`src/rtl/fetch_unit_if.sv`:
```
`default_nettype none
// ============================================================================
// Module  : fetch_unit_if
// Purpose : Control, instruction-memory and instruction-output bundle for
//           fetch_unit. The master modport is the fetch unit's side. The slave
//           modport is the side of the environment (memory plus consumer).
// Revision: 1.0 - initial release
// ============================================================================
interface fetch_unit_if #(
   parameter int n  = 8,
   parameter int AW = 5
);
   logic          start;
   logic          halt_req;
   logic          load_pc;
   logic [AW-1:0] pc_in;
   logic [AW-1:0] mem_addr;
   logic          mem_we;
   logic [n-1:0]  mem_q;
   logic [n-1:0]  instr;
   logic [AW-1:0] instr_pc;
   logic          instr_valid;
   logic          instr_ready;
   logic          busy;
   logic          done;

   modport master (
      input  start, halt_req, load_pc, pc_in, mem_q, instr_ready,
      output mem_addr, mem_we, instr, instr_pc, instr_valid, busy, done
   );

   modport slave (
      output start, halt_req, load_pc, pc_in, mem_q, instr_ready,
      input  mem_addr, mem_we, instr, instr_pc, instr_valid, busy, done
   );
endinterface
`default_nettype wire

```
`src/rtl/fetch_unit.sv`:
```
`default_nettype none
// ============================================================================
// Module  : fetch_unit
// Purpose : Sequential instruction fetcher. It reads a registered-output
//           instruction memory, tags each returning word with its PC and
//           buffers the pairs in a 2-entry FIFO. The control FSM has three
//           states: IDLE, RUN and DRAIN.
// Revision: 1.0 - initial release
// ============================================================================
module fetch_unit #(
   parameter int n  = 8,
   parameter int AW = 5
) (
   input  logic          clock,
   input  logic          resetn,
   fetch_unit_if.master  bus
);
   typedef enum logic [1:0] {
      IDLE  = 2'd0,
      RUN   = 2'd1,
      DRAIN = 2'd2
   } state_t;

   state_t        r_state;
   logic          r_busy;
   logic          r_done;
   logic [AW-1:0] r_pc;
   logic [AW-1:0] r_tag;
   logic          r_inflight;
   logic [1:0]    r_count;
   logic          r_head_valid;
   logic [n-1:0]  r_head_instr;
   logic [AW-1:0] r_head_pc;
   logic [n-1:0]  r_tail_instr;
   logic [AW-1:0] r_tail_pc;

   logic          w_pop;
   logic          w_halt;
   logic          w_flush;
   logic          w_push;
   logic          w_issue;
   logic          w_drained;
   logic [2:0]    w_occupancy;

   // A halt in RUN takes priority over a redirect. A redirect is ignored in DRAIN.
   assign w_pop       = r_head_valid & bus.instr_ready;
   assign w_halt      = (r_state == RUN) & bus.halt_req;
   assign w_flush     = bus.load_pc & (r_state != DRAIN) & ~w_halt;
   assign w_push      = r_inflight & ~w_flush;
   assign w_occupancy = {1'b0, r_count} - {2'b00, w_pop} + {2'b00, r_inflight};
   assign w_issue     = (r_state == RUN) & ~bus.load_pc & ~bus.halt_req
                        & (w_occupancy < 3'd2);
   assign w_drained   = (r_count == 2'd0) & ~r_inflight;

   assign bus.mem_addr    = r_pc;
   assign bus.mem_we      = 1'b0;
   assign bus.instr       = r_head_instr;
   assign bus.instr_pc    = r_head_pc;
   assign bus.instr_valid = r_head_valid;
   assign bus.busy        = r_busy;
   assign bus.done        = r_done;

   // Control FSM; busy and done are registered alongside the state.
   always_ff @(posedge clock or negedge resetn) begin
      if (!resetn) begin
         r_state <= IDLE;
         r_busy  <= 1'b0;
         r_done  <= 1'b0;
      end else begin
         r_done <= 1'b0;
         case (r_state)
            IDLE: if (bus.start) begin
               r_state <= RUN;
               r_busy  <= 1'b1;
            end
            RUN: if (bus.halt_req) begin
               r_state <= DRAIN;
            end
            DRAIN: if (w_drained) begin
               r_state <= IDLE;
               r_busy  <= 1'b0;
               r_done  <= 1'b1;
            end
            default: begin
               r_state <= IDLE;
               r_busy  <= 1'b0;
            end
         endcase
      end
   end

   // PC, tag and in-flight tracking. A flush also kills the returning word.
   always_ff @(posedge clock or negedge resetn) begin
      if (!resetn) begin
         r_pc       <= '0;
         r_tag      <= '0;
         r_inflight <= 1'b0;
      end else begin
         r_inflight <= w_issue;
         if (w_flush) begin
            r_pc <= bus.pc_in;
         end else if (w_issue) begin
            r_tag <= r_pc;
            r_pc  <= r_pc + AW'(1);
         end
      end
   end

   // 2-entry FIFO. The head stays in registers that drive the outputs, and it
   // keeps its last value when the FIFO empties.
   always_ff @(posedge clock or negedge resetn) begin
      if (!resetn) begin
         r_count      <= 2'd0;
         r_head_valid <= 1'b0;
         r_head_instr <= '0;
         r_head_pc    <= '0;
         r_tail_instr <= '0;
         r_tail_pc    <= '0;
      end else if (w_flush) begin
         r_count      <= 2'd0;
         r_head_valid <= 1'b0;
      end else begin
         case ({w_push, w_pop})
            2'b10: begin
               if (r_count == 2'd0) begin
                  r_head_instr <= bus.mem_q;
                  r_head_pc    <= r_tag;
                  r_head_valid <= 1'b1;
               end else begin
                  r_tail_instr <= bus.mem_q;
                  r_tail_pc    <= r_tag;
               end
               r_count <= r_count + 2'd1;
            end
            2'b01: begin
               if (r_count == 2'd2) begin
                  r_head_instr <= r_tail_instr;
                  r_head_pc    <= r_tail_pc;
               end else begin
                  r_head_valid <= 1'b0;
               end
               r_count <= r_count - 2'd1;
            end
            2'b11: begin
               if (r_count == 2'd2) begin
                  r_head_instr <= r_tail_instr;
                  r_head_pc    <= r_tail_pc;
                  r_tail_instr <= bus.mem_q;
                  r_tail_pc    <= r_tag;
               end else begin
                  r_head_instr <= bus.mem_q;
                  r_head_pc    <= r_tag;
               end
            end
            default: ;
         endcase
      end
   end

   // The issue throttle must make a push into a full, non-popping FIFO impossible.
   a_no_overflow: assert property (@(posedge clock) disable iff (!resetn)
      !(w_push && !w_pop && (r_count == 2'd2)));

endmodule
`default_nettype wire

```
`src/flat_wrapper.sv`:
```
// flat-port wrapper written by rule: the top's interface ports become plain ports
module fetch_unit_flat 
#(
   parameter int n  = 8,
   parameter int AW = 5
)
  (clock, resetn, bus_start, bus_halt_req, bus_load_pc, bus_pc_in, bus_mem_q, bus_instr_ready, bus_mem_addr, bus_mem_we, bus_instr, bus_instr_pc, bus_instr_valid, bus_busy, bus_done);
  fetch_unit_if #(.n(n), .AW(AW)) bus_i ();
  input  logic clock;
  input  logic resetn;
  input wire logic [$bits(bus_i.start)-1:0] bus_start;
  input wire logic [$bits(bus_i.halt_req)-1:0] bus_halt_req;
  input wire logic [$bits(bus_i.load_pc)-1:0] bus_load_pc;
  input wire logic [$bits(bus_i.pc_in)-1:0] bus_pc_in;
  input wire logic [$bits(bus_i.mem_q)-1:0] bus_mem_q;
  input wire logic [$bits(bus_i.instr_ready)-1:0] bus_instr_ready;
  output wire logic [$bits(bus_i.mem_addr)-1:0] bus_mem_addr;
  output wire logic [$bits(bus_i.mem_we)-1:0] bus_mem_we;
  output wire logic [$bits(bus_i.instr)-1:0] bus_instr;
  output wire logic [$bits(bus_i.instr_pc)-1:0] bus_instr_pc;
  output wire logic [$bits(bus_i.instr_valid)-1:0] bus_instr_valid;
  output wire logic [$bits(bus_i.busy)-1:0] bus_busy;
  output wire logic [$bits(bus_i.done)-1:0] bus_done;
  assign bus_i.start = bus_start;
  assign bus_i.halt_req = bus_halt_req;
  assign bus_i.load_pc = bus_load_pc;
  assign bus_i.pc_in = bus_pc_in;
  assign bus_i.mem_q = bus_mem_q;
  assign bus_i.instr_ready = bus_instr_ready;
  assign bus_mem_addr = bus_i.mem_addr;
  assign bus_mem_we = bus_i.mem_we;
  assign bus_instr = bus_i.instr;
  assign bus_instr_pc = bus_i.instr_pc;
  assign bus_instr_valid = bus_i.instr_valid;
  assign bus_busy = bus_i.busy;
  assign bus_done = bus_i.done;
  fetch_unit #(.n(n), .AW(AW)) u_core (.clock(clock), .resetn(resetn), .bus(bus_i));
endmodule
```
`config.mk`:
```
export PLATFORM = sky130hd
export DESIGN_NAME = fetch_unit_flat
export DESIGN_NICKNAME = d
export VERILOG_FILES = /design/src/rtl/fetch_unit_if.sv /design/src/rtl/fetch_unit.sv /design/src/flat_wrapper.sv
export SDC_FILE = /design/constraint.sdc
export NUM_CORES = 1
export LEC_CHECK = 0
export ABC_AREA = 1
export CORE_MARGIN = 2
export CORE_UTILIZATION = 30
export DETAILED_ROUTE_END_ITERATION = 10
export GPL_TIMING_DRIVEN = 0
export PLACE_DENSITY = 0.62
export SLEW_MARGIN = 20
export SYNTH_ARGS = -nofsm -noshare
export SYNTH_HDL_FRONTEND = slang
export SYNTH_SLANG_ARGS = --single-unit
```
`constraint.sdc`:
```
create_clock -name clock -period 2.05 [get_ports clock]
set_input_delay 0.41 -clock clock [delete_from_list [all_inputs] [get_ports clock]]
set_output_delay 0.41 -clock clock [all_outputs]
set_load 0.05 [all_outputs]
```
==> report_table.html <==
<table>
<tr><th>Metric</th><th>Value</th></tr>
<tr><th colspan="2">Die</th></tr>
<tr><td>Area enclosed by the die boundary</td><td>9260 sq um</td></tr>
<tr><td>Area inside the core boundary</td><td>8220 sq um</td></tr>
<tr><td>Width of the die</td><td>96.2 um</td></tr>
<tr><td>Number of primary I/O pins</td><td>41</td></tr>
<tr><td>Number of rows in the core area</td><td>33</td></tr>
<tr><td>Initial core utilization</td><td>31.1%</td></tr>
<tr><td>Vert. Die Dim</td><td>96.2 um</td></tr>
<tr><th colspan="2">Placed design</th></tr>
<tr><td>Quantity of I/O buffers inserted on ports</td><td>39</td></tr>
<tr><td>Area post-placement</td><td>3120 sq um</td></tr>
<tr><td>DP Wirelength</td><td>4.58 mm</td></tr>
<tr><td>Placed insts</td><td>508</td></tr>
<tr><td>Placer Congestion</td><td>0.785</td></tr>
<tr><th colspan="2">Detailed routing</th></tr>
<tr><td>Total length of routed wires</td><td>6.54 mm</td></tr>
<tr><td>DR DRC count</td><td>0</td></tr>
<tr><td>Wire length per cell</td><td>12.6 um</td></tr>
<tr><td>Vias per cell</td><td>4.75</td></tr>
<tr><td>Drt pass-1 iters</td><td>5</td></tr>
<tr><td>Number of nets with antenna violations after routing</td><td>0</td></tr>
<tr><td>Detailed-route via count</td><td>2,470</td></tr>
<tr><td>Violation count after the first detailed-route iteration</td><td>202</td></tr>
<tr><th colspan="2">STA</th></tr>
<tr><td>Final Hold Violating Endpoints</td><td>0</td></tr>
<tr><td>Final setup violation count</td><td>0</td></tr>
<tr><td>Final max-slew violation count</td><td>0</td></tr>
<tr><td>Slew at the pin closest to its max-slew limit</td><td>558 ps</td></tr>
<tr><td>Worst Hold Slack</td><td>76.4 ps</td></tr>
<tr><td>Max-slew headroom</td><td>62.8%</td></tr>
<tr><td>Final critical path time including I/O delays and setup</td><td>2000 ps</td></tr>
<tr><td>Final TNS setup</td><td>0 ps</td></tr>
<tr><td>Share of the cycle needed by the critical path after routing</td><td>97.6%</td></tr>
<tr><td>Upper clock frequency limit</td><td>500 MHz</td></tr>
<tr><td>Worst Skew</td><td>7.10 ps</td></tr>
<tr><td>Unrepaired setup endpoints after global routing</td><td>yes</td></tr>
<tr><th colspan="2">Setup path</th></tr>
<tr><td>Maximum fanout encountered on the critical timing path</td><td>6</td></tr>
<tr><td>Register-to-register path setup slack</td><td>50 ps</td></tr>
<tr><td>Cells on worst reg2reg path</td><td>11</td></tr>
<tr><td>Data required time at the worst endpoint</td><td>2230 ps</td></tr>
<tr><td>Nature of the critical path endpoint</td><td>flop</td></tr>
<tr><td>R2r endpoint</td><td>u_core.bus.mem_addr[2]</td></tr>
<tr><td>Arrival time of data at the critical path endpoint</td><td>2180 ps</td></tr>
<tr><td>Critical R2R Launch</td><td>u_core.bus.instr_valid</td></tr>
<tr><td>Kind of critical path</td><td>reg -&gt; reg</td></tr>
<tr><td>Type of element launching the critical path</td><td>flop</td></tr>
<tr><th colspan="2">Global route</th></tr>
<tr><td>Number of global-route vias before repair</td><td>2,296</td></tr>
<tr><td>Global routing usage summed across all routing layers</td><td>15.6%</td></tr>
<tr><td>Global-route wire length before repair</td><td>11.2 mm</td></tr>
<tr><td>Pin count of the biggest net entering global routing</td><td>24</td></tr>
<tr><td>Number of antenna violations at the first check in global routing</td><td>0</td></tr>
<tr><td>Grt total ovfl</td><td>0</td></tr>
<tr><th colspan="2">Power and ir drop</th></tr>
<tr><td>Total power</td><td>4.67 mW</td></tr>
<tr><td>LEAKAGE</td><td>1.65 nW</td></tr>
<tr><td>Combinational power share</td><td>54.6%</td></tr>
<tr><td>Switching part of the total power</td><td>48.8%</td></tr>
<tr><td>Total internal power</td><td>2.39 mW</td></tr>
<tr><td>Part of the power in the clock network</td><td>11.4%</td></tr>
<tr><td>Sequential fraction of design power</td><td>34.0%</td></tr>
<tr><td>Highest ir drop seen on vdd</td><td>0.000543 V</td></tr>
<tr><td>Net Switching</td><td>2.28 mW</td></tr>
<tr><td>Total power density per cell area</td><td>1430 nW/um^2</td></tr>
<tr><th colspan="2">Clocking</th></tr>
<tr><td>Clock tree from TritonCTS</td><td>yes</td></tr>
<tr><td>Skew-Pair Late Insertion Delay</td><td>300 ps</td></tr>
<tr><td>Total clock buffers created by CTS</td><td>5</td></tr>
<tr><td>Deepest clock path buffer count</td><td>2</td></tr>
<tr><td># H-tree levels</td><td>2</td></tr>
<tr><td>Hold buffer count at cts</td><td>0</td></tr>
<tr><td>Register clock-pin slew on the reported worst setup and hold paths</td><td>80 ps</td></tr>
<tr><td>Clk sink count</td><td>44</td></tr>
<tr><td>Clock root buffer master</td><td>clkbuf_8</td></tr>
<tr><th colspan="2">Logic synthesis</th></tr>
<tr><td>Avg Inst Size Synth</td><td>7.03 sq um</td></tr>
<tr><td>Cell area after synthesis</td><td>2550 sq um</td></tr>
<tr><td>Syn Inst Count</td><td>363</td></tr>
<tr><td>Share of synthesized area occupied by flip-flops and latches</td><td>43.1%</td></tr>
<tr><td>Number of warnings issued by yosys</td><td>0</td></tr>
<tr><td>Unique masters post-synth</td><td>25</td></tr>
<tr><td>Proportion of register bits with asynchronous set or reset after synthesis</td><td>100%</td></tr>
<tr><td>Post-synth EDFFs</td><td>0</td></tr>
<tr><td>Net Count, Synth</td><td>384</td></tr>
<tr><td>Most used flip-flop cell after synthesis</td><td>dfrtp_1</td></tr>
<tr><td>Number of synthesized register bits</td><td>44</td></tr>
<tr><th colspan="2">Finish</th></tr>
<tr><td>Area growth syn-to-layout</td><td>28.0%</td></tr>
<tr><td>Proportion of layout cells with a drive suffix above 1</td><td>12.5%</td></tr>
<tr><td>Design area</td><td>3270 sq um</td></tr>
<tr><td>Antenna cells</td><td>0</td></tr>
<tr><td>Final instance count without filler cells</td><td>520</td></tr>
<tr><td>Number of nets in the layout</td><td>435</td></tr>
<tr><th colspan="2">Status</th></tr>
<tr><td>Run status</td><td>finished clean</td></tr>
<tr><th colspan="2">Run</th></tr>
<tr><td>Max-cap violation count</td><td>0</td></tr>
<tr><th colspan="2">Hold path</th></tr>
<tr><td>Min-delay worst type</td><td>in -&gt; async</td></tr>
</table>
[layer usage]
layer / global-route usage, % / wire (um) / vias up
met5: 0 / 0 / -
li1: - / - / 1253
met4: 5.83 / 99 / 0
met3: 2.82 / 480 / 8
met1: 21.5 / 3010 / 1115
met2: 24.4 / 2950 / 94
[state kept, by name, summed over array words and instances, names as in the netlist]
register / flops
u_core.r_tail_instr: 8
u_core.r_count: 2
u_core.r_tag: 5
u_core.bus.done: 1
u_core.r_inflight: 1
u_core.bus.mem_addr: 5
u_core.bus.instr_valid: 1
u_core.bus.instr: 8
u_core.r_tail_pc: 5
u_core.bus.instr_pc: 5
u_core.r_state: 2
u_core.bus.busy: 1
[layout by cell type, fill, tap and decap left out, drive strengths merged]
cell type      Yosys  routed
nand2            131     131
nand3             58      58
nor2              50      50
dfrtp             44      44
clkdlybuf4s50      0      35
inv               28      28
buf               18      25
nand4             14      14
clkbuf             3       9
o21ai              6       6
xor2               3       3
dlymetal6s2s       0       2
nand3b             2       2
o21bai             1       1
o211ai             1       1
a21oi              1       1
fa                 1       1
ha                 1       1
conb               1       1
clkinv             0       1
dlygate4sd2        0       1
[synthesized netlist by cell type (all sizes together), types with 2 or more instances]
cell | instances | share of area [%]
nand2 | 131 | 19
nand4 | 14 | 3.4
clkbuf | 3 | 0.44
xor2 | 3 | 1.0
nor2 | 50 | 7.6
inv | 28 | 4.1
o21ai | 6 | 1.2
nand3 | 58 | 12
nand3b | 2 | 0.74
buf | 18 | 4.6
dfrtp | 44 | 43
[final cells by class]
type	instances	area, sq um
fill	869	4950
multi-input combinational	270	1260
tap	105	131
timing repair buffer	45	450
clock buffer	7	76.3
buffer	20	134
sequential	44	1100
clock inverter	1	5.00
inverter	28	108
[power groups by stage]
stage	combinational, mW	sequential [mW]	clock (mW)
6_report	2.55	1.59	0.532
5_1_grt	2.80	1.65	0.591
4_1_cts	2.54	1.58	0.557
3_5_place_dp	2.51	1.59	0
3_3_place_gp	2.47	1.58	0
2_1_floorplan	1.13	2.20	0
[stage by stage]
stage	utilization, %	worst slack [ps]
5_1_grt	39.8	-54.5
4_1_cts	39.3	13.3
6_report	39.8	48.9
3_5_place_dp	38.0	-524
2_1_floorplan	-	18.8
3_3_place_gp	37.8	-918
[repair_timing]
action | in CTS | in global routing
resized for setup | 6 | 8
pin swaps | 4 | 4
gates cloned | 1 | 0
setup endpoints to repair | 11 | 11
setup buffers | 2 | 2
[worst max path at each step]
stage                                      start                endpoint  slack (ps)  cells after the start
after floorplan           u_core.bus.instr_valid  u_core.bus.mem_addr[2]          20                     10
after global placement                    resetn  u_core.bus.instr_valid        -920                      1
after detailed placement         bus_instr_ready  u_core.bus.mem_addr[2]        -520                     13
after CTS                 u_core.bus.mem_addr[2]         bus_mem_addr[2]          10                      1
after global routing      u_core.bus.instr_valid  u_core.bus.mem_addr[2]         -50                     11
final                     u_core.bus.instr_valid  u_core.bus.mem_addr[2]          50                     11
[critical path, stage by stage (launching register included)]
cell	delay, ps
dfrtp_2	440
nand2_4	110
inv_4	50
nor2_4	110
nor2_2	60
nor2_1	90
inv_1	70
fa_2	560
nand3_4	120
buf_6	150
nand3_1	60
nand3_1	80
[kinds of logic (layout without fill, tap and decap cells)]
kind of cell / after synthesis / count (layout) / synth area share, %
AO/OA/AOI/OAI: 9 / 9 / 1.96
XOR/XNOR: 3 / 3 / 1.03
adder cells (fa/ha/maj): 2 / 2 / 1.27
buffers and inverters: 49 / 101 / 9.12
flip-flops: 44 / 44 / 43.1
other: 1 / 1 / 0.147
AND/OR/NAND/NOR: 255 / 255 / 43.3
Power figures use the tool's default switching activity.
